$ cat config.mk
export PLATFORM = sky130hd
export DESIGN_NAME = ibus_arbiter
export DESIGN_NICKNAME = d
export VERILOG_FILES = /design/src/rtl/ibus_arbiter.sv
export SDC_FILE = /design/constraint.sdc
export NUM_CORES = 1
export LEC_CHECK = 0
export BUFFER_PORTS_ARGS = -buffer_cell sky130_fd_sc_hd__buf_2
export CAP_MARGIN = 10
export CORE_AREA = 10 10 108 110
export CTS_CLUSTER_SIZE = 10
export DETAILED_ROUTE_END_ITERATION = 8
export DIE_AREA = 0 0 118 120
export PLACE_DENSITY = 0.65
export SYNTH_ARGS = -nofsm -noshare
export SYNTH_HDL_FRONTEND = slang
export SYNTH_SLANG_ARGS = --single-unit
$ cat constraint.sdc
create_clock -name clk -period 3.3 [get_ports clk]
set_input_delay 0.33 -clock clk [delete_from_list [all_inputs] [get_ports clk]]
set_output_delay 0.33 -clock clk [all_outputs]
set_load 0.05 [all_outputs]
$ cat src/rtl/ibus_arbiter.sv
// Two-master IBUS arbiter: CPU (M0) and DMAC (M1) share on-chip slaves through a registered grant.
// A bounded DMA burst counter keeps a pending CPU from starving; CPU locked cycles pin the grant.
module ibus_arbiter #(
  parameter bit          DMA_PRIO  = 1'b1,
  parameter int unsigned MAX_BURST = 4
) (
  input  logic        clk,
  input  logic        rst_n,
  input  logic        ce_r,
  input  logic        ce_f,
  input  logic [27:0] cpu_a,
  input  logic [31:0] cpu_di,
  output logic [31:0] cpu_do,
  input  logic [3:0]  cpu_ba,
  input  logic        cpu_we,
  input  logic        cpu_req,
  input  logic        cpu_lock,
  output logic        cpu_busy,
  input  logic [27:0] dma_a,
  input  logic [31:0] dma_di,
  output logic [31:0] dma_do,
  input  logic [3:0]  dma_ba,
  input  logic        dma_we,
  input  logic        dma_req,
  output logic        dma_busy,
  output logic [27:0] ibus_a,
  output logic [31:0] ibus_do,
  input  logic [31:0] ibus_di,
  output logic [3:0]  ibus_ba,
  output logic        ibus_we,
  output logic        ibus_req,
  input  logic        ibus_busy,
  output logic [1:0]  gnt
);

  typedef enum logic [1:0] {
    GNT_NONE = 2'b00,
    GNT_CPU  = 2'b01,
    GNT_DMA  = 2'b10
  } gnt_t;

  localparam logic [3:0] BURST_MAX = 4'(MAX_BURST);

  gnt_t       gnt_reg, gnt_next;
  logic [3:0] bcnt_reg, bcnt_next;
  logic       cpu_done, dma_done, rearb;

  // Falling-phase enable is part of the common bus interface but carries no state here.
  logic unused_ce_f;
  assign unused_ce_f = ce_f;

  always_comb begin
    cpu_done = (gnt_reg == GNT_CPU) && cpu_req && !ibus_busy;
    dma_done = (gnt_reg == GNT_DMA) && dma_req && !ibus_busy;
    rearb    = (gnt_reg == GNT_NONE) || cpu_done || dma_done ||
               ((gnt_reg == GNT_CPU) && !cpu_req) ||
               ((gnt_reg == GNT_DMA) && !dma_req);

    bcnt_next = bcnt_reg;
    if (!cpu_req || cpu_done)
      bcnt_next = 4'd0;
    else if (dma_done && (bcnt_reg != BURST_MAX))
      bcnt_next = bcnt_reg + 4'd1;

    // Selection looks at the post-update count so the burst ends right on its last completion.
    gnt_next = gnt_reg;
    if ((gnt_reg == GNT_CPU) && cpu_lock) begin
      gnt_next = GNT_CPU;
    end else if (rearb) begin
      case ({cpu_req, dma_req})
        2'b11: begin
          if (bcnt_next == BURST_MAX) gnt_next = GNT_CPU;
          else if (DMA_PRIO)          gnt_next = GNT_DMA;
          else                        gnt_next = GNT_CPU;
        end
        2'b10:   gnt_next = GNT_CPU;
        2'b01:   gnt_next = GNT_DMA;
        default: gnt_next = GNT_NONE;
      endcase
    end
  end

  always_ff @(posedge clk or negedge rst_n) begin
    if (!rst_n) begin
      gnt_reg  <= GNT_NONE;
      bcnt_reg <= 4'd0;
    end else if (ce_r) begin
      gnt_reg  <= gnt_next;
      bcnt_reg <= bcnt_next;
    end
  end

  always_comb begin
    ibus_a   = '0;
    ibus_do  = '0;
    ibus_ba  = '0;
    ibus_we  = 1'b0;
    ibus_req = 1'b0;
    cpu_busy = cpu_req;
    dma_busy = dma_req;
    case (gnt_reg)
      GNT_CPU: begin
        ibus_a   = cpu_a;
        ibus_do  = cpu_di;
        ibus_ba  = cpu_ba;
        ibus_we  = cpu_we;
        ibus_req = cpu_req;
        cpu_busy = ibus_busy;
      end
      GNT_DMA: begin
        ibus_a   = dma_a;
        ibus_do  = dma_di;
        ibus_ba  = dma_ba;
        ibus_we  = dma_we;
        ibus_req = dma_req;
        dma_busy = ibus_busy;
      end
      default: ;
    endcase
  end

  assign cpu_do = ibus_di;
  assign dma_do = ibus_di;
  assign gnt    = gnt_reg;

endmodule

==> results.md <==
* Synth cell count leaders: nor2b_1 (67), a22oi_1 (66), buf_4 (64)
* Fin crit period at 2.73 ns
* Syn Inst Count at 281
* Final setup violation count at 0
* Area leader, netlist: a22oi_1
* Die Ht at 120 um
* Via count at 2457
* Maximum operating frequency at 367 MHz
* Critical path type: reg2out
* Lkg Pwr at 0.00139 uW
* Initial antenna violation count at 0
* Setup crit start kind: register
* WL/cell at 16.2 um
* Xor/xnor cell area share of the yosys netlist at 0%
* DRT iter0 DRCs at 73
* Yosys top cell area share at 24.2%
* Largest family of logic cells by synthesized area: compound AO/OA/AOI/OAI gates
* Seq cells post-synth at 6
* Nets@finish at 583
* RSZ-0062 raised after global routing: false
* Hold/Removal Path Class: in2async
* Syn_area_per_cell at 7.28 sq um
* Largest net degree at the start of global routing at 42
* # hold bufs at CTS at 1
* Primary FF master, synth: dfrtp_1
* Core Rows at 36
* Cell Pwr Density at 1190 nW/um^2
* Post CTS Setup Buffer Count at 0
* Mapped cell area at 2040 sq um
* Boundary pin count at 304
* Synth Area in Compound Gates at 31.0%
* Yosys warns at 0
* Final Wtd Congestion at 0.803
* CTS tree: built
* Die area at 14200 sq um
* Initial DRT Pass Iterations at 6
* Most instantiated library cell after synthesis: nor2b_1
* Synth area leaders: a22oi_1 (24%), buf_4 (24%), nor2b_1 (21%), dfrtp_1 (7.3%), ha_1 (3.1%)
* Ant diodes at 0
* Hold slack at 0.452 ns
* Syn nets at 456
* Clock buffer depth at 2
* Post-synthesis adder-cell area fraction at 3.06%
* Detailed Route WL at 8730 um
* Final Max Tran Viols at 0
* Post-Synth Simple-Gate Area at 25.3%
* Max reg flops at 4
* Die Wd at 118 um
* Root buffer cell: clkbuf_8
* CTS Sinks at 6
* Max-cap viol count at 0
* Peak supply drop at 0.628 mV
* Vias per cell at 4.56
* Final Hold Vio Count at 0
* Multiplexer area fraction after synthesis at 2.69%
* Residual DRC at 0
* Global route total overflow at 0
* Number of synthesized flops with an enable pin at 0
* Initial core utilization at 21.4%
* Req. time, crit path at 2.97 ns
* Status: complete, no violations
* First-pass GRT wire length at 13400 um
* Vias in the first global route at 2653
* Slew HR at 51.2%
* Crit path arrival time at 2.40 ns
* Sequential area share after synthesis at 7.34%
* Global-route usage over all layers at 10.9%
* Setup Skew at 0.00344 ns
* Worst slew pin tran at 0.732 ns
* Clock transition at path regs at 0.04 ns
* Final setup TNS at 0 ns
* Area growth from synthesis to layout at 34.6%
* CTS buffer count at 3
* Htree depth at 1
* Core area at 9550 sq um
* CP Capture Type: primary output
* Critical Path Fanout Max at 38
* Asr flop ratio synth at 100%
* Final period util at 82.6%
* Cell variety after synth at 31
* Post-detail-place hpwl at 7500 um
* Port buffer count at 206
* Post-CTS sizing at 0
* Antenna Violating Nets Remaining at 0
* Worst-skew pair later-pin latency at 0.23 ns
* Layout cell share with drive strength beyond 1 at 54.7%
==> cells by family (layout without fill, tap and decap cells) <==
family | count (synthesis) | in the layout
compound gates | 84 | 84
fa+ha+maj | 5 | 5
buf+inv | 96 | 221
flops | 6 | 6
mux | 5 | 5
simple gates | 85 | 85
==> critical path, stage by stage, from the launching register on <==
cell and delay [ns]:
dfrtp_1 0.42, inv_1 0.10, ha_2 0.57, buf_4 0.45, a22oi_1 0.15, nor2b_1 0.16, buf_2 0.29
==> layer usage <==
metal	share of wire, %	wire length, um	GRT usage [%]
met4	3.5	305	4.64
met2	47	4140	18.2
met1	38	3360	12.0
met5	0	0	0
met3	11	921	4.69
==> area by class of cell <==
cell class	instances	area, sq um
clock buffer	3	41.3
fill	1068	6800
inverter	8	30.0
multi-input combinational	179	1270
sequential	6	150
tap	133	166
timing repair buffer	210	1090
==> report_power, final <==
part	internal (uW)	total [uW]	switching, uW	leakage, uW
Combinational	894	3070	2170	0.00128
Sequential	88.4	110	21.4	0.0000805
Clock	78.5	112	33.4	0.0000216
Total	1060	3290	2230	0.00139
==> path summary, 6_finish.rpt <==
path	from	endpoint	slack, ns	cells past startpoint
setup / recovery	gnt[0]	ibus_a[3]	0.57	6
hold / removal	rst_n	bcnt_reg[3]	0.45	2
setup reg to reg	gnt[0]	gnt[0]	0.98	7
hold reg to reg	bcnt_reg[3]	bcnt_reg[3]	0.52	1
max in group asynchronous	rst_n	bcnt_reg[2]	2.70	2
min in group clk	ce_r	gnt[0]	0.45	3
==> cell usage in the layout, fill, tap and decap left out <==
cell type,instances
a22oi_1,66
nand4_1,2
o311ai_4,1
and2b_1,1
o31ai_1,2
o41ai_2,1
dlygate4sd3_1,1
buf_2,206
ha_1,3
o211ai_1,2
buf_12,2
a21oi_1,2
clkbuf_8,3
buf_4,1
mux2i_1,1
a21boi_0,1
mux2_2,4
ha_2,2
o21a_1,1
dfrtp_1,6
nand3_1,3
nand2_1,6
o21ai_0,7
and3b_1,1
inv_1,8
and2_4,1
nor2b_1,67
a31oi_1,1
nor2_1,1
and3_2,1
nand3b_1,1
nor3_1,1
==> stage by stage <==
step	area [sq um]	instances	utilization (%)	power [uW]	setup slack, ns
global route	2750	539	28.8	3500	0.380
finish	2750	539	28.8	3290	0.573
global placement	2700	535	28.3	3150	0.858
detailed placement	2700	535	28.3	3210	0.815
floorplan	2040	281	-	2720	0.584
CTS	2750	539	28.8	3330	0.560
Power figures use the tool's default switching activity.
